--- config.mk ---
export PLATFORM = sky130hd
export DESIGN_NAME = generador_secuencia
export DESIGN_NICKNAME = d
export VERILOG_FILES = /design/src/rtl/generador_secuencia_pkg.sv /design/src/rtl/generador_secuencia_contador_patron.sv /design/src/rtl/generador_secuencia.sv
export SDC_FILE = /design/constraint.sdc
export NUM_CORES = 1
export LEC_CHECK = 0
export BUFFER_PORTS_ARGS = -buffer_cell sky130_fd_sc_hd__buf_2
export CAP_MARGIN = 20
export CORE_MARGIN = 5
export CORE_UTILIZATION = 58
export DETAILED_ROUTE_END_ITERATION = 12
export HOLD_SLACK_MARGIN = 0.15
export PLACE_DENSITY = 0.9
export SLEW_MARGIN = 20
export SYNTH_ARGS = -nofsm -noshare
export SYNTH_HDL_FRONTEND = slang
export SYNTH_SLANG_ARGS = --single-unit
--- constraint.sdc ---
create_clock -name clk -period 2.3 [get_ports clk]
set_clock_uncertainty 0.15 [all_clocks]
set_input_delay 0.345 -clock clk [delete_from_list [all_inputs] [get_ports clk]]
set_output_delay 0.345 -clock clk [all_outputs]
set_load 0.03 [all_outputs]
--- src/rtl/generador_secuencia_pkg.sv ---
`default_nettype none
// ============================================================================
// Module      : generador_secuencia_pkg
// Description : Shared state encoding and default pattern for the serial
//               stimulus generator.
// Revision    : 1.0 - initial release
// ============================================================================
package generador_secuencia_pkg;

    // Frame sequencer states, explicitly encoded on two bits
    typedef enum logic [1:0] {
        REPOSO = 2'd0,
        ENVIO  = 2'd1,
        FIN    = 2'd2
    } estado_t;

    // Pattern counted by default in the emitted stream
    localparam logic [3:0] c_patron_defecto = 4'b1101;

endpackage : generador_secuencia_pkg
`default_nettype wire

--- src/rtl/generador_secuencia_contador_patron.sv ---
`default_nettype none
// ============================================================================
// Module      : contador_patron
// Description : 4-bit serial history with overlapping pattern match and a
//               saturating hit counter; synchronous clear at frame start.
// Revision    : 1.0 - initial release
// ============================================================================
module contador_patron #(
    parameter logic [3:0] PATRON = 4'b1101,
    parameter int         CW     = 4
) (
    input  logic          clk,
    input  logic          reset,
    input  logic          limpiar,
    input  logic          desplazar,
    input  logic          habilitar,
    input  logic          bit_entrada,
    output logic [CW-1:0] patrones
);

    logic [3:0]    r_hist;
    logic [CW-1:0] r_cuenta;
    logic [3:0]    w_hist_nuevo;

    assign w_hist_nuevo = {r_hist[2:0], bit_entrada};
    assign patrones     = r_cuenta;

    // Shift in each new bit; count a hit once four bits of this frame exist
    always_ff @(posedge clk or posedge reset) begin
        if (reset) begin
            r_hist   <= '0;
            r_cuenta <= '0;
        end else if (limpiar) begin
            r_hist   <= '0;
            r_cuenta <= '0;
        end else if (desplazar) begin
            r_hist <= w_hist_nuevo;
            if (habilitar && (w_hist_nuevo == PATRON) && (r_cuenta != {CW{1'b1}})) begin
                r_cuenta <= r_cuenta + 1'b1;
            end
        end
    end

endmodule : contador_patron
`default_nettype wire

--- src/rtl/generador_secuencia.sv ---
`default_nettype none
// ============================================================================
// Module      : generador_secuencia
// Description : Serial stimulus source. Loads a right-justified word and
//               shifts it out MSB-first, each bit held BIT_CYCLES clocks,
//               while counting overlapping PATRON occurrences.
// Revision    : 1.0 - initial release
// ============================================================================
module generador_secuencia
    import generador_secuencia_pkg::*;
#(
    parameter int         WIDTH      = 16,
    parameter int         BIT_CYCLES = 2,
    parameter logic [3:0] PATRON     = c_patron_defecto,
    localparam int        LW         = $clog2(WIDTH + 1),
    localparam int        CW         = $clog2(WIDTH)
) (
    input  logic             clk,
    input  logic             reset,
    input  logic             carga,
    input  logic [WIDTH-1:0] palabra,
    input  logic [LW-1:0]    longitud,
    output logic             listo,
    output logic             dato,
    output logic             valido,
    output logic             fin,
    output logic [CW-1:0]    patrones
);

    localparam int          c_hw       = (BIT_CYCLES > 1) ? $clog2(BIT_CYCLES) : 1;
    localparam logic [c_hw-1:0] c_hold_max = c_hw'(BIT_CYCLES - 1);
    localparam logic [LW-1:0]   c_width    = LW'(WIDTH);

    estado_t          r_estado;
    logic [WIDTH-1:0] r_shift;
    logic [LW-1:0]    r_longitud;
    logic [LW-1:0]    r_enviados;
    logic [c_hw-1:0]  r_hold;
    logic             r_listo;
    logic             r_dato;
    logic             r_valido;
    logic             r_fin;

    logic             w_longitud_ok;
    logic             w_acepta;
    logic             w_nuevo_bit;
    logic [LW-1:0]    w_desp;

    // Only lengths 1..WIDTH start a frame; the word is left-aligned so the
    // first bit to send always sits in the MSB of the shift register.
    assign w_longitud_ok = (longitud != '0) && (longitud <= c_width);
    assign w_acepta      = (r_estado == REPOSO) && carga && w_longitud_ok;
    assign w_desp        = c_width - longitud;
    assign w_nuevo_bit   = (r_estado == ENVIO) && (r_hold == '0) && (r_enviados != r_longitud);

    assign listo  = r_listo;
    assign dato   = r_dato;
    assign valido = r_valido;
    assign fin    = r_fin;

    // Frame sequencer: load, shift out with per-bit hold, one-cycle fin pulse
    always_ff @(posedge clk or posedge reset) begin
        if (reset) begin
            r_estado   <= REPOSO;
            r_shift    <= '0;
            r_longitud <= '0;
            r_enviados <= '0;
            r_hold     <= '0;
            r_listo    <= 1'b1;
            r_dato     <= 1'b0;
            r_valido   <= 1'b0;
            r_fin      <= 1'b0;
        end else begin
            case (r_estado)
                REPOSO: begin
                    r_listo  <= 1'b1;
                    r_dato   <= 1'b0;
                    r_valido <= 1'b0;
                    r_fin    <= 1'b0;
                    if (w_acepta) begin
                        r_shift    <= palabra << w_desp;
                        r_longitud <= longitud;
                        r_enviados <= '0;
                        r_hold     <= '0;
                        r_listo    <= 1'b0;
                        r_estado   <= ENVIO;
                    end
                end
                ENVIO: begin
                    if (r_hold != '0) begin
                        r_hold <= r_hold - 1'b1;
                    end else if (r_enviados == r_longitud) begin
                        r_estado <= FIN;
                        r_fin    <= 1'b1;
                        r_valido <= 1'b0;
                        r_dato   <= 1'b0;
                    end else begin
                        r_dato     <= r_shift[WIDTH-1];
                        r_shift    <= r_shift << 1;
                        r_enviados <= r_enviados + 1'b1;
                        r_hold     <= c_hold_max;
                        r_valido   <= 1'b1;
                    end
                end
                FIN: begin
                    r_fin    <= 1'b0;
                    r_listo  <= 1'b1;
                    r_estado <= REPOSO;
                end
                default: begin
                    r_estado <= REPOSO;
                end
            endcase
        end
    end

    contador_patron #(
        .PATRON (PATRON),
        .CW     (CW)
    ) u_contador (
        .clk         (clk),
        .reset       (reset),
        .limpiar     (w_acepta),
        .desplazar   (w_nuevo_bit),
        .habilitar   (r_enviados >= LW'(3)),
        .bit_entrada (r_shift[WIDTH-1]),
        .patrones    (patrones)
    );

endmodule : generador_secuencia
`default_nettype wire

==> flow_metrics.env <==
export IMPL_status="complete, no violations"
export IMPL_combPwrFrac_pct=44.9
export IMPL_yosys_area_top_type="dfrtp_1"
export IMPL_synth_main_ff_cell="dfrtp_1"
export IMPL_finalCriticalPeriod_ns=1.98
export IMPL_grt_max_degree=41
export IMPL_end_kind="register"
export IMPL_max_stage_delay_ns=0.31
export IMPL_dr_wl_met2_um=2850
export IMPL_antenna_found_initial=0
export IMPL_die_h_um=78.0
export IMPL_cts_tree="yes"
export IMPL_synth_edf_count=0
export IMPL_core_um2=4410
export IMPL_ant_nets=0
export IMPL_leakage_nw=1.43
export IMPL_drive_gt1_share_pct=27.8
export IMPL_final_core_util_pct=71.7
export IMPL_switching_power_mw=1.42
export IMPL_path_cells="buf_2 > inv_1 > ha_1 > buf_4 > xor2_4 > mux2i_1 > o221ai_1 > mux2_2"
export IMPL_vias=2234
export IMPL_gp_congestion=0.889
export IMPL_cts_root_buf="clkbuf_8"
export IMPL_wl_met3_um=402
export IMPL_grt_first_pass_wirelength_um=10000
export IMPL_seqCellArea_um2=1000
export IMPL_pwr_share_seq_pct=33.6
export IMPL_worst_slew_pin_slew_ns=0.540
export IMPL_switching_share_pct=38.3
export IMPL_slowest_stage="xor2_4"
export IMPL_path_class="input pin to register"
export IMPL_cp_required_ns=2.33
export IMPL_drt_wl_total_um=5740
export IMPL_track_usage_pct=19.9
export IMPL_cts_sinks=40
export IMPL_ctsLongestPathBuffers=2
export IMPL_core_rowCount=24
export IMPL_timing_fmax_mhz=504
export IMPL_first_iter_violations=143
export IMPL_post_route_drc_count=0
export IMPL_top_layer="met4"
export IMPL_fin_tns_setup_ns=0
export IMPL_detail_route_wl_per_cell_um=15.6
export IMPL_ys_ff_latch=40
export IMPL_finalNetCount=343
export IMPL_cts_setup_buffers=0
export IMPL_peakVddDrop_v=0.000606
export IMPL_ys_async_sr_fraction_pct=100
export IMPL_synth_fp_nets=301
export IMPL_setup_viol=0
export IMPL_yosysUniqueCellTypes=54
export IMPL_p_per_area_nw_per_um2=1170
export IMPL_hp_class="input pin to register"
export IMPL_crit_family="multiplexers"
export IMPL_cp_max_fo=9
export IMPL_synthTopCellsByArea="dfrtp_1 (36%), mux4_2 (8.4%), mux2i_1 (7.1%), nand2_1 (5.9%), o21ai_0 (3.4%)"
export IMPL_insertion_delay_ns=0.29
export IMPL_rsz0062_at_grt="no"
export IMPL_io_pins=32
export IMPL_initial_core_util_pct=60.7
export IMPL_h_tree_depth=2
export IMPL_maxCapViolations=0
export IMPL_multiInputGateArea_um2=1590
export IMPL_slew_violations=0
export IMPL_vias_per_cell=6.05
export IMPL_syn_avg_cell_area_um2=9.78
export IMPL_diodes=0
export IMPL_io_buffers=31
export IMPL_maxSlewHeadroom_pct=64.0
export IMPL_yosys_warnings=0
export IMPL_ys_seq_area_share_pct=37.4
export IMPL_die_area_um2=6080
export IMPL_wl_met1_um=2430
export IMPL_start_kind="input pin"
export IMPL_synth_top_cell_area_share_pct=36.4
export IMPL_numCtsBuffers=5
export IMPL_num_fill_cells=325
export IMPL_p_int_mw=2.28
export IMPL_syn_to_final_growth_pct=18.1
export IMPL_netlist_area_um2=2680
export IMPL_pwr_share_clk_pct=21.5
export IMPL_post_dp_hpwl_um=4400
export IMPL_fin_crit_sh_pct=86.2
export IMPL_gr_total_overflow=0
export IMPL_clk_transition_reported_paths_ns=0.08
export IMPL_first_global_vias=2212
export IMPL_finalHoldViolations=0
export IMPL_syn_inst=274
export IMPL_first_pass_iters=4
export IMPL_die_x_um=78.0
export IMPL_arrival_ns=2.02
export IMPL_crit_buf_inv=3
[worst min-delay path, stage by stage]
cell     delay [ns]
buf_2          0.16
nand2_1        0.07
nand2_1        0.05
[layer usage]
layer	global-route usage, %	vias to the layer above
met1	26.3	1065
met5	0	-
met4	5.24	0
met3	3.70	8
li1	-	1083
met2	33.5	78
[cell usage in the layout, fill, tap and decap left out, types with 5 or more instances in the layout]
| cell type | synthesis | routed |
|---|---|---|
| dfrtp_1 | 39 | 39 |
| inv_1 | 5 | 5 |
| a21oi_1 | 12 | 12 |
| nand3_1 | 9 | 9 |
| o21ai_0 | 18 | 18 |
| buf_4 | 1 | 17 |
| mux4_2 | 10 | 10 |
| nor3_1 | 11 | 11 |
| buf_2 | 10 | 31 |
| mux2_2 | 7 | 7 |
| a31oi_1 | 6 | 6 |
| mux2i_1 | 19 | 19 |
| a22oi_1 | 5 | 5 |
| clkbuf_8 | 0 | 5 |
| xnor2_1 | 8 | 8 |
| nor2_1 | 11 | 11 |
| nand2_1 | 42 | 42 |
[sequential cells by signal, indices dropped and copies added, names as in the netlist]
| name | cells |
|---|---|
| r_estado | 2 |
| listo | 1 |
| r_hold | 1 |
| fin | 1 |
| dato | 1 |
| r_shift | 16 |
| u_contador.patrones | 4 |
| u_contador.r_hist | 3 |
| r_longitud | 5 |
| valido | 1 |
| r_enviados | 5 |
[final timing paths]
kind / from / endpoint / slack, ns / cells past startpoint
min in group asynchronous: reset / u_contador.patrones[0]$_DFFE_PP0P_ / 0.55 / 4
min reg2reg: listo$_DFFE_PP1N_ / listo$_DFFE_PP1N_ / 0.31 / 2
max in group asynchronous: reset / listo$_DFFE_PP1N_ / 1.07 / 4
max: longitud[0] / r_shift[14]$_DFFE_PP0P_ / 0.32 / 8
max reg2reg: r_estado[1]$_DFFE_PP0P_ / u_contador.patrones[3]$_DFFE_PP0P_ / 0.36 / 6
min: longitud[4] / r_longitud[4]$_DFFE_PP0P_ / 0.22 / 3
[layout make-up]
type / instances / area share, %
clock buffer: 5 / 2.18
sequential: 40 / 31.7
inverter: 5 / 0.593
tap: 52 / 2.06
multi-input combinational: 213 / 50.1
timing repair buffer: 51 / 10.5
clock inverter: 3 / 2.85
[timing repair]
item / in CTS / in global routing
hold buffers: 1 / 0
resized for setup: 0 / 0
hold endpoints to repair: 39 / 0
[through the flow]
stage / power (mW) / hold slack, ns / cells / worst slack [ns] / instance area (um^2)
after floorplan: 2.47 / 0.317 / 274 / 0.00241 / 2710
after global placement: 2.85 / 0.296 / 360 / 0.0752 / 2990
after detailed placement: 2.92 / 0.302 / 360 / 0.0146 / 2990
after CTS: 3.73 / 0.213 / 369 / 0.326 / 3160
after global routing: 3.97 / 0.249 / 369 / 0.158 / 3160
final: 3.70 / 0.220 / 369 / 0.317 / 3160
[cell usage after synthesis (4+ instances only)]
cell / count
a31oi_1: 6
mux2_2: 7
mux4_2: 10
a21oi_1: 12
a22o_1: 4
nand3_1: 9
a22oi_1: 5
xnor2_1: 8
nor2_1: 11
clkbuf_1: 4
inv_1: 5
mux2i_1: 19
buf_2: 10
nand2_1: 42
dfrtp_1: 39
nor3_1: 11
o21ai_0: 18
nand2b_1: 4
[power by group through the flow]
stage               Combinational [mW]  Clock (mW)  Sequential [mW]
floorplan                         1.19           0             1.28
global placement                  1.61           0             1.24
finish                            1.66       0.794             1.25
global route                      1.85       0.840             1.28
CTS                               1.67       0.807             1.25
detailed placement                1.67           0             1.26
[cell families after synthesis]
logic type	after synthesis	synth area share, %
AOI/OAI and AO/OA	62	14.9
xor gates and xnor gates	12	4.90
adders and majority gates	3	1.40
buffers and inverters	21	3.83
DFF	40	37.4
muxes	36	18.4
and+or+nand+nor	100	19.1
(Power assumes the default switching activity.)
